$ cat src/rtl/vga_timing_gen.sv
// -----------------------------------------------------------------------------
// vga_timing_gen
//   Raster timing generator. It walks a pixel position across an H_TOTAL x
//   V_TOTAL raster and presents that position with its blank/sync
//   qualifiers. It also emits frame and vblank strobes and a completed-frame
//   counter, so game logic can update its state during vertical blanking.
//   Default timing is 640x480@60 from a 25 MHz pixel clock. pix_en allows a
//   faster vga_clk, with the raster advancing only on enabled cycles.
//
// Ports
//   vga_clk      in   pixel clock; all logic runs on its rising edge
//   reset        in   synchronous, active-high
//   pix_en       in   advance one pixel on this cycle
//   DrawX        out  current column, 0..H_TOTAL-1
//   DrawY        out  current row,    0..V_TOTAL-1
//   blank        out  1 while (DrawX,DrawY) lies in the visible region
//   hs, vs       out  syncs, level SYNC_POL while active
//   frame_start  out  one-cycle pulse when the raster wraps to (0,0)
//   vblank_start out  one-cycle pulse when the raster reaches (0,V_VISIBLE)
//   frame_count  out  completed-frame counter, wraps 0xFFFF -> 0
// -----------------------------------------------------------------------------
module vga_timing_gen #(
  parameter int unsigned H_VISIBLE = 640,
  parameter int unsigned H_FP      = 16,
  parameter int unsigned H_SYNC    = 96,
  parameter int unsigned H_BP      = 48,
  parameter int unsigned V_VISIBLE = 480,
  parameter int unsigned V_FP      = 10,
  parameter int unsigned V_SYNC    = 2,
  parameter int unsigned V_BP      = 33,
  parameter bit          SYNC_POL  = 1'b0
) (
  input  logic        vga_clk,
  input  logic        reset,
  input  logic        pix_en,
  output logic [9:0]  DrawX,
  output logic [9:0]  DrawY,
  output logic        blank,
  output logic        hs,
  output logic        vs,
  output logic        frame_start,
  output logic        vblank_start,
  output logic [15:0] frame_count
);

  localparam int unsigned H_TOTAL = H_VISIBLE + H_FP + H_SYNC + H_BP;
  localparam int unsigned V_TOTAL = V_VISIBLE + V_FP + V_SYNC + V_BP;

  // The position counters are fixed at 10 bits, so reject larger rasters.
  if (H_TOTAL > 1024 || V_TOTAL > 1024) begin : g_bad_total
    $error("vga_timing_gen: H_TOTAL/V_TOTAL must not exceed 1024");
  end

  localparam logic [9:0] H_LAST     = 10'(H_TOTAL - 1);
  localparam logic [9:0] V_LAST     = 10'(V_TOTAL - 1);
  localparam logic [9:0] V_VIS_LAST = 10'(V_VISIBLE - 1);

  // Region bounds are 11 bits wide, so a bound of exactly 1024 still compares
  // correctly against a zero-extended 10-bit position.
  localparam logic [10:0] H_VIS_END  = 11'(H_VISIBLE);
  localparam logic [10:0] V_VIS_END  = 11'(V_VISIBLE);
  localparam logic [10:0] H_SYNC_LO  = 11'(H_VISIBLE + H_FP);
  localparam logic [10:0] H_SYNC_HI  = 11'(H_VISIBLE + H_FP + H_SYNC);
  localparam logic [10:0] V_SYNC_LO  = 11'(V_VISIBLE + V_FP);
  localparam logic [10:0] V_SYNC_HI  = 11'(V_VISIBLE + V_FP + V_SYNC);

  logic [9:0]  x_q, x_d;
  logic [9:0]  y_q, y_d;
  logic        blank_q, blank_d;
  logic        hs_q, hs_d;
  logic        vs_q, vs_d;
  logic        frame_start_q, frame_start_d;
  logic        vblank_start_q, vblank_start_d;
  logic [15:0] frame_count_q, frame_count_d;

  logic [10:0] x_ext, y_ext;
  logic        h_sync_act, v_sync_act;

  // Qualifiers are computed from the next position. They then register on
  // the same edge as DrawX/DrawY, so every output describes one pixel.
  assign x_ext      = {1'b0, x_d};
  assign y_ext      = {1'b0, y_d};
  assign h_sync_act = (x_ext >= H_SYNC_LO) && (x_ext < H_SYNC_HI);
  assign v_sync_act = (y_ext >= V_SYNC_LO) && (y_ext < V_SYNC_HI);

  always_comb begin
    // NOTE: every signal gets a default before any branch. Without these
    // defaults the synthesis tool would infer latches for paths that skip
    // an assignment.
    x_d            = x_q;
    y_d            = y_q;
    blank_d        = blank_q;
    hs_d           = hs_q;
    vs_d           = vs_q;
    frame_start_d  = 1'b0;
    vblank_start_d = 1'b0;
    frame_count_d  = frame_count_q;

    if (pix_en) begin
      if (x_q == H_LAST) begin
        x_d = '0;
        if (y_q == V_LAST) begin
          y_d           = '0;
          frame_start_d = 1'b1;
          frame_count_d = frame_count_q + 16'd1;
        end else begin
          y_d = y_q + 10'd1;
        end
        // The last visible line is ending, so the next pixel is (0,V_VISIBLE).
        if (y_q == V_VIS_LAST) begin
          vblank_start_d = 1'b1;
        end
      end else begin
        x_d = x_q + 10'd1;
      end

      blank_d = (x_ext < H_VIS_END) && (y_ext < V_VIS_END);
      hs_d    = h_sync_act ? SYNC_POL : ~SYNC_POL;
      vs_d    = v_sync_act ? SYNC_POL : ~SYNC_POL;
    end
  end

  always_ff @(posedge vga_clk) begin
    // NOTE: non-blocking assignments make every flop sample pre-edge values,
    // which avoids simulation races between sequential blocks.
    if (reset) begin
      x_q            <= '0;
      y_q            <= '0;
      blank_q        <= 1'b1;
      hs_q           <= ~SYNC_POL;
      vs_q           <= ~SYNC_POL;
      frame_start_q  <= 1'b0;
      vblank_start_q <= 1'b0;
      frame_count_q  <= '0;
    end else begin
      x_q            <= x_d;
      y_q            <= y_d;
      blank_q        <= blank_d;
      hs_q           <= hs_d;
      vs_q           <= vs_d;
      frame_start_q  <= frame_start_d;
      vblank_start_q <= vblank_start_d;
      frame_count_q  <= frame_count_d;
    end
  end

  assign DrawX        = x_q;
  assign DrawY        = y_q;
  assign blank        = blank_q;
  assign hs           = hs_q;
  assign vs           = vs_q;
  assign frame_start  = frame_start_q;
  assign vblank_start = vblank_start_q;
  assign frame_count  = frame_count_q;

endmodule
$ cat config.mk
export PLATFORM = sky130hd
export DESIGN_NAME = vga_timing_gen
export DESIGN_NICKNAME = d
export VERILOG_FILES = /design/src/rtl/vga_timing_gen.sv
export SDC_FILE = /design/constraint.sdc
export NUM_CORES = 1
export LEC_CHECK = 0
export CAP_MARGIN = 25
export CORE_ASPECT_RATIO = 0.75
export CORE_MARGIN = 1.5
export CORE_UTILIZATION = 25
export DETAILED_ROUTE_END_ITERATION = 16
export GPL_TIMING_DRIVEN = 0
export MAX_ROUTING_LAYER = met4
export PLACE_DENSITY = 0.52
export SETUP_SLACK_MARGIN = 0.02
export SYNTH_ARGS = -nofsm -noshare
export SYNTH_HDL_FRONTEND = slang
export SYNTH_SLANG_ARGS = --single-unit
$ cat constraint.sdc
create_clock -name vga_clk -period 6.55 [get_ports vga_clk]
set_input_delay 1.6375 -clock vga_clk [delete_from_list [all_inputs] [get_ports vga_clk]]
set_output_delay 1.6375 -clock vga_clk [all_outputs]
set_load 0.03 [all_outputs]
Word-level counts from Yosys, hierarchy flattened --
Index checks and enable logic that the tools add are counted.
Cells by class: bitwise operators 2, add/subtract/negate cells 3, eq/ne operators 3, multiplexer cells 9, reduce and logical (&&, ||, !) cells 5, $lt $le $gt $ge 6
Operators with widths (number):
- $mux 10 | 5
- $add 10x1->10 const B | 2
- $eq 10x10->1 const B | 2
- $lt 10x10->1 const B | 2
- $lt 10x9->1 const B | 2
- $add 16x1->16 const B | 1
- $eq 10x9->1 const B | 1
- $ge 10x10->1 const B | 1
- $ge 10x9->1 const B | 1
- $mux 1 | 4
- $logic_and 1x1->1 | 3
- $reduce_and 3->1 | 1
- $reduce_or 3->1 | 1
- $not 1->1 | 2
Storage, ports and cells: word-level logic and storage cells 36, flip-flop bits (word level) 41, input bits 3

Logic depth before layout (Yosys ltp) --
Gate-level depths: netlist (run 1).
depth in word-level cells 7, depth in mapped cells 9, depth with buffers taken out 7

Least setup slack after synthesis (run 1) --
OpenSTA, ideal clock, no wires.
path type input to register, from input port pix_en, to register hs_q, in the netlist hs, library setup time 135 ps, path slack 3439 ps, required time 6415 ps, buffers on the path 1, arrival 2976 ps, cell stages on the path 6, cell sequence buf_2 nand4_1 nor3_1 mux2i_1 a2111oi_0 a31oi_1
On the way: cells in the longest elaborated chain, start to end 4, elaborated cells on any way between the ends 5, those cells by class order compare (2); mux (2); reduce/logical (1)
Ends and longest elaborated chain:
- start: declaration | line 35 | input logic pix_en,
- $mux 10 | line 99 | if (pix_en) begin
- $ge 10x10->1 or $lt 10x10->1 (tied branches) | line 83 | assign h_sync_act = (x_ext >= H_SYNC_LO) && (x_ext < H_SYNC_HI);
- $logic_and 1x1->1 | line 83
- $mux 1 | line 118 | hs_d = h_sync_act ? SYNC_POL : ~SYNC_POL;
- end signal: assignment | line 130 | hs_q <= ~SYNC_POL;
- end signal: assignment | line 139 | hs_q <= hs_d;
- end: declaration | line 70 | logic hs_q, hs_d;
Parallel ways exist; a longest one is shown, timed or not. A chain may end at the register's enable or synchronous reset.

Worst setup path in the final report (run 1) --
from input port pix_en, to register frame_count_q[13], in the netlist frame_count[13]
On the way: cells in the longest elaborated chain, start to end 1
Ends and longest elaborated chain:
- $reduce_and 3->1 (no source line)
- end signal: assignment | line 143 | frame_count_q <= frame_count_d;
- end: declaration | line 74 | logic [15:0] frame_count_q, frame_count_d;
No other way between the ends.

==> results of run 1 <==
registers in the layout (all words and copies together) (netlist names):
| name | flops |
|---|---|
| DrawX | 10 |
| DrawY | 10 |
| blank | 1 |
| frame_count | 16 |
| frame_start | 1 |
| hs | 1 |
| vblank_start | 1 |
| vs | 1 |
final cells by class:
| class | count | area [um^2] | share of cell area (%) |
|---|---|---|---|
| Buffer | 17 | 75.1 | 2.61 |
| Sequential cell | 41 | 821 | 28.5 |
| Timing Repair Buffer | 42 | 420 | 14.6 |
| Inverter | 10 | 37.5 | 1.31 |
| Multi-Input combinational cell | 197 | 1240 | 43.3 |
| Clock buffer | 7 | 143 | 4.96 |
| Tap cell | 108 | 135 | 4.70 |
critical path: stages:
cell             delay, ns
clkdlybuf4s50_1       0.50
nand4_1               0.26
nor4_2                0.67
nand4_1               0.29
buf_2                 0.26
or3_1                 0.31
a21oi_1               0.14
power by group through the flow:
stage	registers [mW]	clock network [mW]	logic, mW
after detailed placement	0.259	0	0.0241
after global placement	0.259	0	0.0238
after global routing	0.254	0.262	0.0261
after floorplan	0.263	0	0.0113
final	0.254	0.242	0.0239
after CTS	0.254	0.252	0.0242
kinds of logic (layout without fill, tap and decap cells):
family / after synthesis / after routing / synth area share, %
adders and majority gates: 4 / 4 / 2.30
DFF: 41 / 41 / 37.7
buffers and inverters: 27 / 76 / 5.17
xor gates and xnor gates: 19 / 19 / 7.64
muxes: 5 / 5 / 2.30
and+or+nand+nor: 119 / 119 / 31.1
AOI/OAI and AO/OA: 50 / 50 / 13.8
final timing paths:
path,start,to,slack [ns],cells after the start
min reg2reg,blank,blank,0.48,2
max reg2reg,DrawX[0],frame_count[13],3.86,7
max,pix_en,frame_count[13],2.68,7
min,blank,blank,0.48,2
per-layer routing:
metal	vias to the layer above	track usage [%]	routed length, um
met1	962	19.5	3200
met3	2	3.41	244
met4	0	2.10	18
met5	-	-	0
li1	1057	-	-
met2	37	18.8	2350
cell usage after synthesis:
| cell | n | share of area (%) |
|---|---|---|
| a2111oi_0 | 1 | 0.40 |
| a211oi_1 | 2 | 0.69 |
| a21oi_1 | 19 | 4.4 |
| a31o_2 | 1 | 0.40 |
| a31oi_1 | 2 | 0.57 |
| a32oi_1 | 1 | 0.40 |
| and2_1 | 3 | 0.86 |
| and3_1 | 2 | 0.57 |
| and3b_1 | 1 | 0.40 |
| and4_1 | 3 | 1.2 |
| buf_2 | 3 | 0.69 |
| buf_4 | 2 | 0.69 |
| clkbuf_1 | 12 | 2.1 |
| dfxtp_1 | 41 | 38 |
| ha_1 | 4 | 2.3 |
| inv_1 | 10 | 1.7 |
| mux2i_1 | 5 | 2.3 |
| nand2_1 | 16 | 2.8 |
| nand2b_1 | 3 | 0.86 |
| nand3_1 | 11 | 2.5 |
| nand3b_1 | 2 | 0.69 |
| nand4_1 | 9 | 2.6 |
| nand4_2 | 1 | 0.57 |
| nor2_1 | 19 | 3.3 |
| nor2b_1 | 4 | 1.1 |
| nor3_1 | 18 | 4.1 |
| nor3b_1 | 2 | 0.69 |
| nor4_1 | 6 | 1.7 |
| nor4_2 | 1 | 0.57 |
| nor4_4 | 1 | 0.98 |
| nor4b_1 | 1 | 0.40 |
| o21ai_0 | 15 | 3.4 |
| o21ba_2 | 1 | 0.46 |
| o2bb2ai_1 | 1 | 0.40 |
| o31a_1 | 1 | 0.40 |
| o31ai_1 | 4 | 1.4 |
| o32a_1 | 1 | 0.46 |
| o41ai_1 | 1 | 0.40 |
| or2_2 | 1 | 0.29 |
| or3_1 | 11 | 3.2 |
| or4_1 | 3 | 1.0 |
| or4b_4 | 1 | 0.63 |
| xnor2_1 | 11 | 4.4 |
| xor2_1 | 8 | 3.2 |
==> flow_summary.json, run 1 <==
{
  "status": "complete, no violations",
  "p_sw_mw": 0.110,
  "cp_max_fo": 10,
  "cts_hold_repair.buffers": 0,
  "layout_common_cells": "clkdlybuf4s50_1 (42), dfxtp_1 (41), a21oi_1 (19), nor2_1 (19), nor3_1 (18)",
  "clock_latency_ns": 0.28,
  "hold_viol": 0,
  "dr.pass1.iters": 4,
  "viasPerCell": 4.88,
  "maxCapViolations": 0,
  "die_y_um": 83.8,
  "worst_slack_ns": 2.68,
  "syn_area_um2": 2180,
  "ioPinCount": 44,
  "drive_gt1_share_pct": 5.73,
  "numPortBuffers": 42,
  "die-area_um2": 9280,
  "post-cts-setup-buffers": 0,
  "post_cts_resized": 0,
  "rows": 29,
  "power_mw": 0.520,
  "hpwl_um": 4380,
  "grt_max_degree": 12,
  "slew_headroom_pct": 57.2,
  "grt_usage_pct": 13.4,
  "period_minus_slack_ns": 3.87,
  "place_congestion": 0.864,
  "antenna_cells": 0,
  "first_global_vias": 1954,
  "drc_errors": 0,
  "ys_warn_count": 0,
  "start_util_pct": 25.8,
  "drv_slew": 0,
  "wl_per_cell_um": 13.8,
  "post-route-period-util_pct": 59.1,
  "whs_ns": 0.479,
  "cts_buffer_depth": 2,
  "vias": 2058,
  "fmax_ghz": 0.258,
  "rsz0062_at_grt": "false",
  "p_leak_nw": 0.906,
  "peakVddDrop_mv": 0.113,
  "htreeDepth": 2,
  "critPathKind": "input port to flop",
  "overflow": 0,
  "pwr-share-seq_pct": 48.8,
  "final_common_cell": "clkdlybuf4s50_1",
  "dp.cells": 415,
  "path_clk_slew_ns": 0.06,
  "pre_cts_slack_ns": 2.41,
  "ant_nets": 0,
  "start_kind": "input port",
  "hp-class": "flop to flop",
  "synth_seq_cells": 41,
  "area_delta_synth_final_pct": 32.1,
  "syn_inst": 265,
  "worst_ep_arrival_time_ns": 4.07,
  "clockRootBuffer": "clkbuf_16",
  "layout.cells.non_filler": 422,
  "cts_tree": "done",
  "synth_seq_area_share_pct": 37.7,
  "powerDensity_nw_per_um2": 181,
  "fin_setup_tns_ns": 0,
  "ys_types": 44,
  "clock_power_share_pct": 46.6,
  "dpl_cell_area_um2": 2730,
  "synthesis.nets": 272,
  "antenna_found_initial": 0,
  "swShare_pct": 21.1,
  "finalNetCount": 321,
  "grt_first_pass_wirelength_um": 9900,
  "comb_power_share_pct": 4.6,
  "clock_skew_ns": 0.00594,
  "finalSetupViolations": 0,
  "post-route-util_pct": 34.0,
  "tightest_slew_ns": 0.636,
  "core-area_um2": 8450,
  "clock_sinks": 41,
  "p_int_mw": 0.410,
  "endpoint_kind": "flop",
  "finish.instance_area_um2": 2880,
  "worstPathRequired_ns": 6.75,
  "drt_wl_total_um": 5820,
  "fillers": 895,
  "first_iter_violations": 70,
  "die_x_um": 111,
  "cts_buffers": 5,
  "synth_area_per_cell_um2": 8.22
}
Note: power is estimated with default switching activity, not from simulation.
==> run 2, diff against run 1 <==
--- a/config.mk
+++ b/config.mk
@@ -12,7 +12,7 @@
 export DETAILED_ROUTE_END_ITERATION = 16
 export GPL_TIMING_DRIVEN = 0
 export MAX_ROUTING_LAYER = met4
-export PLACE_DENSITY = 0.52
+export PLACE_DENSITY = 0.53
 export SETUP_SLACK_MARGIN = 0.02
 export SYNTH_ARGS = -nofsm -noshare
 export SYNTH_HDL_FRONTEND = slang
==> constraint.sdc (replaced) <==
create_clock -name vga_clk -period 3.15 [get_ports vga_clk]
set_input_delay 0.7875 -clock vga_clk [delete_from_list [all_inputs] [get_ports vga_clk]]
set_output_delay 0.7875 -clock vga_clk [all_outputs]
set_load 0.03 [all_outputs]
==> run 2 against run 1 <==
Sequential power increased by 110%. Design area about the same. Die area unchanged. Combinational power increased by 110%. Register-to-register slack got worse by 3.3 ns. Non-clock buffer count unchanged. Clock skew increased by 0.00056 ns. Critical path depth increased by 1. Setup slack got worse by 2.5 ns. Count of clock-buffer cells in the layout increased by 1. Utilization about the same. Power increased by 110%. Highest routed layer unchanged.
==> flow_summary.json, run 2 (synthesized netlist as in run 1, its figures left out) <==
{
  "status": "complete, no violations",
  "drt_wl_total_um": 5860,
  "area_delta_synth_final_pct": 32.2,
  "grt_max_degree": 12,
  "start_util_pct": 25.8,
  "dr.pass1.iters": 4,
  "worstPathRequired_ns": 3.35,
  "antenna_cells": 0,
  "use_met3_pct": 3.20,
  "fmax_ghz": 0.341,
  "whs_ns": 0.481,
  "busiest_layer": "met1",
  "cp_common_cell": "o31ai_1",
  "powerDensity_nw_per_um2": 375,
  "comb_power_share_pct": 4.6,
  "post-route-period-util_pct": 93.1,
  "die-area_um2": 9280,
  "start_kind": "input port",
  "swShare_pct": 22.4,
  "maxCapViolations": 0,
  "cts_buffers": 5,
  "first_global_vias": 1943,
  "rows": 29,
  "cts_buffer_depth": 2,
  "worst_ep_arrival_time_ns": 3.13,
  "grt_usage_pct": 13.4,
  "reg2regPathDepth": 8,
  "htreeDepth": 2,
  "critPathKind": "input port to flop",
  "layout_common_cells": "clkdlybuf4s50_1 (42), dfxtp_1 (41), a21oi_1 (19), nor2_1 (19), nor3_1 (18)",
  "pre_cts_slack_ns": -0.134,
  "power_mw": 1.08,
  "tightest_slew_ns": 0.589,
  "endpoint_kind": "flop",
  "path_clk_slew_ns": 0.06,
  "crit_buf_inv": 3,
  "finish.instance_area_um2": 2880,
  "finalNetCount": 321,
  "viasPerCell": 4.87,
  "grt_first_pass_wirelength_um": 9660,
  "fillers": 889,
  "r2r_setup_slack_ns": 0.53,
  "clock_sinks": 41,
  "rsz0062_at_grt": "false",
  "hpwl_um": 4280,
  "pwr-share-seq_pct": 49.0,
  "ioPinCount": 44,
  "hp-class": "flop to flop",
  "clock_skew_ns": 0.00650,
  "die_x_um": 111,
  "numPortBuffers": 42,
  "holdPathEnd": "blank",
  "clock_power_share_pct": 46.4,
  "final_common_cell": "clkdlybuf4s50_1",
  "post-cts-setup-buffers": 0,
  "largest_register_ffs": 16,
  "worst_slack_ns": 0.218,
  "cts_hold_repair.buffers": 0,
  "p_sw_mw": 0.242,
  "regArea_um2": 821,
  "post_cts_resized": 0,
  "antenna_found_initial": 0,
  "place_congestion": 0.827,
  "clock_latency_ns": 0.29,
  "overflow": 0,
  "min_from": "blank",
  "drive_gt1_share_pct": 5.40,
  "p_int_mw": 0.836,
  "peakVddDrop_mv": 0.171,
  "slowest_stage": "clkdlybuf4s50_1",
  "p_leak_nw": 0.901,
  "slew_headroom_pct": 60.4,
  "min_path_cells": 2,
  "die_y_um": 83.8,
  "crit_chain": "clkdlybuf4s50_1 -> and4_1 -> clkbuf_1 -> nand4_1 -> clkbuf_1 -> o31ai_1 -> o31ai_1 -> o31ai_1",
  "grtUsageMet2_pct": 18.6,
  "finalSetupViolations": 0,
  "first_iter_violations": 99,
  "cts_tree": "done",
  "core-area_um2": 8450,
  "multi_input_area_um2": 1250,
  "reg2reg_to": "blank",
  "drc_errors": 0,
  "drv_slew": 0,
  "clockRootBuffer": "clkbuf_16",
  "hold_viol": 0,
  "use_met1_pct": 18.9,
  "post-route-util_pct": 34.0,
  "vias": 2062,
  "crit_family": "buffers and inverters",
  "crit_path_max_incr_delay_ns": 0.50,
  "r2r-start": "DrawX[0]",
  "period_minus_slack_ns": 2.93,
  "wl_per_cell_um": 13.8,
  "ant_nets": 0,
  "dpl_cell_area_um2": 2730,
  "cp_max_fo": 10
}
## run 2: stage by stage
step                cells  TNS [ns]
floorplan             265         0
global placement      415     -1.23
detailed placement    415     -1.15
finish                423         0
CTS                   423         0
global route          423         0
## run 2: worst max path at each step
stage | cells after the start | slack, ns | from | endpoint
finish | 8 | 0.22 | pix_en | blank
global route | 7 | 0.03 | pix_en | vs
CTS | 7 | 0.15 | pix_en | frame_count[7]
detailed placement | 7 | -0.13 | pix_en | frame_count[7]
global placement | 7 | -0.11 | pix_en | frame_count[11]
floorplan | 7 | 0.83 | DrawX[0] | frame_count[7]
## run 2: cell type report
class / count / share of cell area [%]
flip-flops and latches: 41 / 28.5
well taps: 108 / 4.70
multi-input cells: 197 / 43.5
repair buffers: 42 / 14.6
plain buffers: 17 / 2.61
clock buffers: 8 / 4.74
inverters: 10 / 1.30
## run 2: layer usage
metal  share of wire (%)  up-vias
met4                 1.7        0
met2                  39       34
li1                    -     1063
met5                   0        -
met3                 3.6        9
met1                  56      956
## run 2: power by group through the flow
stage | clock network, mW | registers [mW] | logic, mW
2_1_floorplan | 0 | 0.547 | 0.0235
3_3_place_gp | 0 | 0.539 | 0.0495
3_5_place_dp | 0 | 0.539 | 0.0501
4_1_cts | 0.513 | 0.528 | 0.0506
5_1_grt | 0.530 | 0.528 | 0.0548
6_report | 0.500 | 0.528 | 0.0501
## run 2: worst min-delay path: cells and delay by family, from the launching register on
| family | cells | cell delay (ns) |
|---|---|---|
| AO/OA/AOI/OAI | 2 | 0.13 |
| flip-flops | 1 | 0.33 |
==> run 3, diff against run 2 <==
--- a/config.mk
+++ b/config.mk
@@ -7,11 +7,10 @@
 export LEC_CHECK = 0
 export CAP_MARGIN = 25
 export CORE_ASPECT_RATIO = 0.75
-export CORE_MARGIN = 1.5
+export CORE_MARGIN = 5
 export CORE_UTILIZATION = 25
 export DETAILED_ROUTE_END_ITERATION = 16
 export GPL_TIMING_DRIVEN = 0
-export MAX_ROUTING_LAYER = met4
 export PLACE_DENSITY = 0.53
 export SETUP_SLACK_MARGIN = 0.02
 export SYNTH_ARGS = -nofsm -noshare
==> run 3 against run 2 <==
Design area is 1.9% higher. Die area rose by 15%. Sequential cell count did not move. Utilization up 0.49 points. Critical endpoint unchanged.
==> flow_summary.json, run 3 (synthesized netlist as in run 1, its figures left out) <==
{
  "crit_chain": "clkdlybuf4s50_1 -> and4_1 -> clkbuf_1 -> nand4_1 -> clkbuf_1 -> o31ai_1 -> o31ai_1 -> o31ai_1",
  "cts_tree": "done",
  "hpwl_um": 4370,
  "fin_setup_tns_ns": 0,
  "r2r-start": "DrawX[0]",
  "final_common_cell": "clkdlybuf4s50_1",
  "layout_common_cells": "clkdlybuf4s50_1 (42), dfxtp_1 (41), a21oi_1 (19), nor2_1 (19), nor3_1 (18)",
  "pwr-share-seq_pct": 42.4,
  "cts_buffer_depth": 2,
  "ioPinCount": 44,
  "fillers": 903,
  "regArea_um2": 821,
  "clock_skew_ns": 0.00769,
  "min_path_cells": 2,
  "slowest_stage": "clkdlybuf4s50_1",
  "place_congestion": 0.858,
  "die-area_um2": 10700,
  "dpl_cell_area_um2": 2730,
  "critPathKind": "input port to flop",
  "die_x_um": 118,
  "htreeDepth": 2,
  "start_util_pct": 25.6,
  "first_global_vias": 1911,
  "p_leak_nw": 0.930,
  "clockRootBuffer": "clkbuf_16",
  "post-cts-setup-buffers": 0,
  "area_delta_synth_final_pct": 34.7,
  "post-route-util_pct": 34.5,
  "hold_viol": 0,
  "drv_slew": 0,
  "cts_hold_repair.buffers": 0,
  "drt_wl_total_um": 5790,
  "post-route-period-util_pct": 90.9,
  "antenna_cells": 0,
  "tightest_slew_ns": 0.580,
  "first_iter_violations": 150,
  "cp_max_fo": 10,
  "dr.pass1.iters": 4,
  "antenna_found_initial": 0,
  "hp-class": "flop to flop",
  "peakVddDrop_mv": 0.190,
  "vias": 2087,
  "clock_latency_ns": 0.28,
  "die_y_um": 90.8,
  "clock_power_share_pct": 53.5,
  "period_minus_slack_ns": 2.86,
  "viasPerCell": 4.93,
  "grt_max_degree": 14,
  "min_from": "frame_count[15]",
  "wl_per_cell_um": 13.7,
  "powerDensity_nw_per_um2": 424,
  "drive_gt1_share_pct": 6.35,
  "reg2regPathDepth": 8,
  "layout.cells.non_filler": 423,
  "status": "complete, no violations",
  "p_sw_mw": 0.249,
  "comb_power_share_pct": 4.0,
  "crit_path_max_incr_delay_ns": 0.49,
  "overflow": 0,
  "worst_ep_arrival_time_ns": 3.06,
  "swShare_pct": 20.0,
  "start_kind": "input port",
  "drc_errors": 0,
  "clock_sinks": 41,
  "reg2reg_to": "blank",
  "ant_nets": 0,
  "finalSetupViolations": 0,
  "worstPathRequired_ns": 3.35,
  "r2r_setup_slack_ns": 0.59,
  "numPortBuffers": 42,
  "endpoint_kind": "flop",
  "maxCapViolations": 0,
  "grt_first_pass_wirelength_um": 9590,
  "rsz0062_at_grt": "false",
  "finalNetCount": 321,
  "worst_slack_ns": 0.286,
  "grt_usage_pct": 10.8,
  "pre_cts_slack_ns": -0.0773,
  "finish.instance_area_um2": 2930,
  "cp_common_cell": "o31ai_1",
  "fmax_ghz": 0.349,
  "p_int_mw": 0.994,
  "holdPathEnd": "frame_count[15]",
  "dp.cells": 415,
  "multi_input_area_um2": 1250,
  "core-area_um2": 8490,
  "largest_register_ffs": 16,
  "cts_buffers": 5,
  "slew_headroom_pct": 61.0,
  "path_clk_slew_ns": 0.06,
  "post_cts_resized": 0,
  "rows": 29
}
run 3: cell count changes in the layout (fill, tap and decap cells not counted):
cell | previous run | this run
bufinv_16 | 0 | 2
clkbuf_1 | 15 | 12
clkinv_2 | 0 | 1
run 3: worst max-delay path by stage:
stage,startpoint,end,cells after the start
after floorplan,DrawX[0],frame_count[7],7
after global placement,pix_en,frame_count[8],6
after detailed placement,pix_en,frame_count[8],6
after CTS,pix_en,frame_count[8],6
after global routing,pix_en,blank,8
final,pix_en,blank,8
run 3: layer usage:
| layer | up-vias | track usage [%] | wire length, um | part of all wire, % |
|---|---|---|---|---|
| met5 | - | 0 | 0 | 0 |
| met4 | 0 | 4.01 | 94 | 1.6 |
| met3 | 10 | 2.94 | 327 | 5.7 |
| met2 | 52 | 15.2 | 2280 | 39 |
| met1 | 968 | 15.6 | 3080 | 53 |
| li1 | 1057 | - | - | - |
run 3: layout make-up:
cell class                 instances  area share [%]
multi-input combinational        197            42.7
sequential                        41            28.0
timing repair buffer              42            14.3
tap                              108            4.61
clock buffer                       5            4.27
buffer                            17            2.56
clock inverter                     3            2.22
inverter                          10            1.28
run 3: through the flow:
stage | power [mW] | hold slack [ns]
finish | 1.24 | 0.488
detailed placement | 0.590 | 0.466
floorplan | 0.570 | 0.603
global placement | 0.589 | 0.476
global route | 1.28 | 0.523
CTS | 1.26 | 0.488
run 3: critical path, delay by kind of cell:
family | cells | cell delay [ns]
buffers and inverters | 3 | 1.05
AOI/OAI and AO/OA | 3 | 0.67
and+or+nand+nor | 2 | 0.55
run 3: power by group through the flow:
stage / Clock (mW) / Sequential [mW] / Combinational, mW
after global placement: 0 / 0.539 / 0.0499
after floorplan: 0 / 0.547 / 0.0235
after CTS: 0.677 / 0.527 / 0.0507
after detailed placement: 0 / 0.539 / 0.0505
after global routing: 0.696 / 0.528 / 0.0554
final: 0.665 / 0.527 / 0.0502
